File: src/rtl/send_frame_packer.sv
// Packs 32-bit modulated samples into framed bytes: A5 5A, sequence, FRAME_LEN samples MSB first, checksum.
// Samples are buffered in a FIFO so the byte sink may stall without loss until the FIFO fills.
module send_frame_packer #(
  parameter int          FRAME_LEN  = 16,
  parameter int          FIFO_DEPTH = 64,
  parameter logic [7:0]  HDR0       = 8'hA5,
  parameter logic [7:0]  HDR1       = 8'h5A
) (
  input  logic                          clk,
  input  logic                          rst,
  input  logic [31:0]                   sample_in,
  input  logic                          sample_vld,
  output logic [7:0]                    tx_data,
  output logic                          tx_valid,
  input  logic                          tx_ready,
  output logic [7:0]                    frame_seq,
  output logic [$clog2(FIFO_DEPTH):0]   fifo_level,
  output logic                          overflow,
  input  logic                          ovf_clr,
  output logic                          busy,
  output logic [2:0]                    fsm_state
);

  localparam int AW  = $clog2(FIFO_DEPTH);
  localparam int LW  = AW + 1;
  localparam int SCW = (FRAME_LEN > 1) ? $clog2(FRAME_LEN) : 1;

  typedef enum logic [2:0] {
    ST_IDLE = 3'd0,
    ST_HDR0 = 3'd1,
    ST_HDR1 = 3'd2,
    ST_SEQ  = 3'd3,
    ST_DATA = 3'd4,
    ST_CSUM = 3'd5
  } state_t;

  state_t           state;
  logic [1:0]       byte_idx;
  logic [SCW-1:0]   sample_cnt;
  logic [7:0]       csum;

  logic [31:0]      mem [FIFO_DEPTH];
  logic [AW-1:0]    wr_ptr;
  logic [AW-1:0]    rd_ptr;

  logic             full;
  logic             wr_en;
  logic             drop;
  logic             fire;
  logic             pop;
  logic             last_sample;
  logic [7:0]       csum_next;
  logic [31:0]      head;
  logic [31:0]      next_head;

  // Handshake: a byte transfers on a rising edge where tx_valid & tx_ready are both high.
  // tx_valid and tx_data come straight from flops; tx_data only changes after a transfer,
  // so it holds steady through any stall, and tx_valid never depends on tx_ready in the same cycle.
  assign fire        = tx_valid && tx_ready;
  assign full        = (fifo_level == LW'(FIFO_DEPTH));
  assign wr_en       = sample_vld && !full;
  assign drop        = sample_vld && full;
  assign pop         = fire && (state == ST_DATA) && (byte_idx == 2'd3);
  assign last_sample = (sample_cnt == SCW'(FRAME_LEN - 1));
  assign csum_next   = csum + tx_data;
  assign head        = mem[rd_ptr];
  assign next_head   = mem[rd_ptr + AW'(1)];
  assign busy        = (state != ST_IDLE);
  assign fsm_state   = state;

  function automatic logic [7:0] pick(input logic [31:0] s, input logic [1:0] idx);
    logic [7:0] b;
    case (idx)
      2'd0:    b = s[31:24];
      2'd1:    b = s[23:16];
      2'd2:    b = s[15:8];
      default: b = s[7:0];
    endcase
    return b;
  endfunction

  // Storage array carries no reset; validity is tracked by the pointers and level.
  always_ff @(posedge clk) begin
    if (wr_en) mem[wr_ptr] <= sample_in;
  end

  always_ff @(posedge clk or posedge rst) begin
    if (rst) begin
      wr_ptr     <= '0;
      rd_ptr     <= '0;
      fifo_level <= '0;
      overflow   <= 1'b0;
    end else begin
      if (wr_en) wr_ptr <= wr_ptr + AW'(1);
      if (pop)   rd_ptr <= rd_ptr + AW'(1);
      case ({wr_en, pop})
        2'b10:   fifo_level <= fifo_level + LW'(1);
        2'b01:   fifo_level <= fifo_level - LW'(1);
        default: fifo_level <= fifo_level;
      endcase
      if (drop)         overflow <= 1'b1;
      else if (ovf_clr) overflow <= 1'b0;
    end
  end

  always_ff @(posedge clk or posedge rst) begin
    if (rst) begin
      state      <= ST_IDLE;
      tx_valid   <= 1'b0;
      tx_data    <= 8'h00;
      frame_seq  <= 8'h00;
      byte_idx   <= 2'd0;
      sample_cnt <= '0;
      csum       <= 8'h00;
    end else begin
      case (state)
        ST_IDLE: begin
          csum       <= 8'h00;
          byte_idx   <= 2'd0;
          sample_cnt <= '0;
          // A frame starts only once every sample it needs is already buffered.
          if (fifo_level >= LW'(FRAME_LEN)) begin
            state    <= ST_HDR0;
            tx_valid <= 1'b1;
            tx_data  <= HDR0;
          end
        end
        ST_HDR0: if (fire) begin
          state   <= ST_HDR1;
          tx_data <= HDR1;
        end
        ST_HDR1: if (fire) begin
          state   <= ST_SEQ;
          tx_data <= frame_seq;
        end
        ST_SEQ: if (fire) begin
          csum    <= csum_next;
          state   <= ST_DATA;
          tx_data <= pick(head, 2'd0);
        end
        ST_DATA: if (fire) begin
          csum <= csum_next;
          if (byte_idx == 2'd3) begin
            byte_idx <= 2'd0;
            if (last_sample) begin
              state   <= ST_CSUM;
              tx_data <= csum_next;
            end else begin
              // Head is being popped this edge, so the next byte comes from the following entry.
              sample_cnt <= sample_cnt + SCW'(1);
              tx_data    <= pick(next_head, 2'd0);
            end
          end else begin
            byte_idx <= byte_idx + 2'd1;
            tx_data  <= pick(head, byte_idx + 2'd1);
          end
        end
        ST_CSUM: if (fire) begin
          state     <= ST_IDLE;
          tx_valid  <= 1'b0;
          tx_data   <= 8'h00;
          frame_seq <= frame_seq + 8'd1;
        end
        default: begin
          state    <= ST_IDLE;
          tx_valid <= 1'b0;
        end
      endcase
    end
  end

endmodule

File: config.mk
export PLATFORM = sky130hd
export DESIGN_NAME = send_frame_packer
export DESIGN_NICKNAME = d
export VERILOG_FILES = /design/src/rtl/send_frame_packer.sv
export SDC_FILE = /design/constraint.sdc
export NUM_CORES = 2
export LEC_CHECK = 0
export CAP_MARGIN = 20
export CORE_MARGIN = 8
export CORE_UTILIZATION = 30
export DETAILED_ROUTE_END_ITERATION = 8
export PLACE_DENSITY = 0.47
export SLEW_MARGIN = 30
export SYNTH_ARGS = -nofsm -noshare
export SYNTH_HDL_FRONTEND = slang
export SYNTH_SLANG_ARGS = --single-unit
File: constraint.sdc
create_clock -name clk -period 4.4 [get_ports clk]
set_input_delay 0.44 -clock clk [delete_from_list [all_inputs] [get_ports clk]]
set_output_delay 0.44 -clock clk [all_outputs]
set_load 0.005 [all_outputs]
==> impl_metrics.csv <==
group,metric,value,unit
sta,hold_viol,0,
flow_run,drv_cap,0,
logic_synthesis,synth_edf_count,2048,
clock_network,cts_buffer_depth,4,
placement,hpwlAfterDp,190,mm
logic_synthesis,synthDistinctLibCells,78,
power,p_int,0.0340,W
sta,whs,0.0811,ns
sta,setup-violations-final,0,
clock_network,cts_tree,"yes",
hold_path,hold_start,"sample_in[10]",
routing,wl_per_cell,37.0,microns
power,ir_drop,0.330,mV
logic_synthesis,synth_top_area_share,71.0,%
final_layout,n_fill_cell,26500,
power,leakagePower,32.2,nW
routing,via_count,47400,
power,p_per_area,434,mW/mm^2
final_layout,nets,4592,
grt,grt_overflow,0,
clock_network,cts_resized,0,
logic_synthesis,seq_area_frac_synth,72.6,%
setup_path,startpoint,"rd_ptr[2]$_DFFE_PP0P_",
hold_path,whs_endpoint,"mem[39][10]$_DFFE_PP_",
routing,drtAntennaViolNets,0,
sta,period_minus_slack,4.30,ns
setup_path,r2r_slack,0.1,ns
logic_synthesis,yosys.cell_count.top_type,"edfxtp_1",
routing,drt_iter0_markers,6161,
routing,drc_errors,0,
placement,placed_area,0.0943,sq mm
routing,routed_wl,314,mm
logic_synthesis,synthesis.area,0.0866,sq mm
setup_path,cp-start-kind,"flip-flop",
clock_network,cts_made_buffers,228,
run_status,status,"finished, final reports clean",
placement,gp_congestion,0.844,
logic_synthesis,synth_top_cell_by_area,"edfxtp_1",
sta,max_freq,0.233,GHz
setup_path,crit_fanout,28,
grt,grt_max_degree,78,
final_layout,area_delta_synth_final,17.3,%
grt,antenna_found_initial,23,
clock_network,cts_sinks,2102,
logic_synthesis,synthTopCellsByCount,"2,048 x edfxtp_1, 632 x mux4_2, 191 x mux2i_1, 135 x nor2_1, 130 x nand2_1",
sta,tightestPinTransition,1.02,ns
placement,portBuffers,65,
logic_synthesis,synth_ff_type,"edfxtp_1",
logic_synthesis,yosys_warnings,0,
die,die_height,553,microns
hold_path,hold_path_depth,1,
power,p_sw,0.0101,W
routing,avgViaCountPerCell,5.58,
sta,skew,0.0379,ns
sta,rsz0062_at_grt,"false",
logic_synthesis,syn_nets,4197,
clock_network,clkTransAtPathRegs,0.06,ns
hold_path,hold_path.class,"in2reg",
die,io_pins,66,
sta,report.final.slew_viol_count,0,
die,dieArea,0.306,sq mm
die,rows,197,
setup_path,reg2reg_to,"tx_data[4]$_DFFE_PP0P_",
setup_path,arrival,5.10,ns
setup_path,r2r_cells,9,
sta,min_period_over_period,97.7,%
die,core-area,0.288,sq mm
grt,first_global_vias,46600,
power,swShare,22.9,%
sta,max_slew_margin,32.1,%
routing,drt_pass1_iterations,5,
setup_path,path_class,"reg2reg",
logic_synthesis,syn_inst,4136,
die,start_util,30.1,%
die,die_w,553,microns
power,comb_power_share,5.4,%
logic_synthesis,synthArstFlopShare,2.57,%
setup_path,rr_startpoint,"rd_ptr[2]$_DFFE_PP0P_",
clock_network,htree_levels,4,
logic_synthesis,synth.area.top_cells,"edfxtp_1 71%, mux4_2 16%, mux2i_1 2.2%, dfrtp_1 1.6%, nor2_1 0.59%",
power,p_seq_share,52.0,%
clock_network,clock_latency,0.89,ns
clock_network,cts_root_buffer,"clkbuf_16",
grt,grtUsageTotal,20.0,%
setup_path,crit_required,5.20,ns
final_layout,fin_area,0.102,sq mm
setup_path,endpoint_kind,"flip-flop",
final_layout,drive_above_1_share,31.0,%
sta,fin_setup_tns,0,ns
grt,grt_pass1_wl,424,mm
logic_synthesis,syn_area_per_cell,20.9,sq um
power,clockPowerShare,42.6,%
logic_synthesis,ys_ff_latch,2102,
## timing repair
action	4_1_cts	5_1_grt
hold buffers	2	0
endpoints found under the hold margin	40	0
setup buffers	0	0
## power by group through the flow
stage,Combinational (W),Clock (W),Sequential [W]
finish,0.00237,0.0188,0.0229
global route,0.00245,0.0198,0.0230
CTS,0.00239,0.0191,0.0229
detailed placement,0.00238,0,0.0234
global placement,0.00236,0,0.0234
floorplan,0.000849,0,0.0233
## registers in the layout, summed over array words and instances, names as in the netlist
signal and count:
fifo_level 7, csum 8, mem 2048, fsm_state 3, tx_data 8, wr_ptr 6
byte_idx 2, rd_ptr 6, sample_cnt 4, frame_seq 8, overflow 1, tx_valid 1
## worst max path at each step
stage                                      to  slack (ns)
global route           tx_data[4]$_DFFE_PP0P_        0.07
global placement       tx_data[0]$_DFFE_PP0P_        0.02
floorplan           fifo_level[6]$_DFFE_PP0P_        1.30
detailed placement     tx_data[0]$_DFFE_PP0P_        0.06
finish                 tx_data[4]$_DFFE_PP0P_         0.1
CTS                    tx_data[0]$_DFFE_PP0P_        0.05
## cells in the final DEF (no fill, tap or decap), drive strengths merged, types with 20 or more instances in the layout
master / n
a221oi: 36
nor2b: 20
mux4: 637
clkbuf: 267
a21oi: 63
nand4: 23
inv: 35
ha: 22
a22oi: 60
edfxtp: 2048
clkdlybuf4s50: 33
mux2: 22
nor2: 135
nand2: 130
clkinv: 119
buf: 379
dfrtp: 54
xnor2: 26
mux2i: 191
o21ai: 82
nand3: 68
## metrics by stage
| step | power [W] | instances | util [%] | setup WS, ns |
|---|---|---|---|---|
| floorplan | 0.0241 | 4136 | - | 1.30 |
| global placement | 0.0257 | 8079 | 32.8 | 0.0159 |
| detailed placement | 0.0257 | 8080 | 32.8 | 0.0618 |
| CTS | 0.0445 | 8501 | 35.3 | 0.0547 |
| global route | 0.0452 | 8504 | 35.3 | 0.0713 |
| finish | 0.0441 | 8507 | 35.3 | 0.0998 |
## area by class of cell
class	count	area [sq um]	area share, %
Timing Repair Buffer	414	4110	4.05
Multi-Input combinational cell	1755	22500	22.2
Inverter	30	116	0.115
Antenna cell	6	15.0	0.0148
Clock inverter	152	1280	1.26
Clock buffer	267	5910	5.82
Tap cell	3781	4730	4.66
Sequential cell	2102	62900	61.9
## per-layer routing
layer / vias to the layer above / GRT usage (%) / wire length (microns)
li1: 18400 / - / -
met1: 26400 / 27.9 / 133000
met2: 2200 / 32.0 / 147000
met3: 484 / 3.52 / 23800
met4: 8 / 5.78 / 10400
met5: - / 0 / 52
## cells by family (layout without fill, tap and decap cells)
group / count (synthesis) / count (layout) / share of synthesized area, %
DFF: 2102 / 2102 / 72.6
muxes: 850 / 850 / 19.1
and+or+nand+nor: 457 / 457 / 2.45
AOI/OAI and AO/OA: 389 / 389 / 3.09
buffers and inverters: 279 / 863 / 2.06
xor gates and xnor gates: 35 / 35 / 0.371
adders and majority gates: 24 / 24 / 0.364
other: 0 / 6 / 0
## critical path, stage by stage, from the launching register on
cell and delay (ns):
dfrtp_4 0.97, nor2_1 0.45, buf_12 0.27, a221oi_1 0.40, nor2_1 0.06, o21ai_0 0.46
o22ai_1 0.14, o21ai_0 0.81, o311ai_0 0.33, o211ai_1 0.26
(Power assumes the default switching activity.)
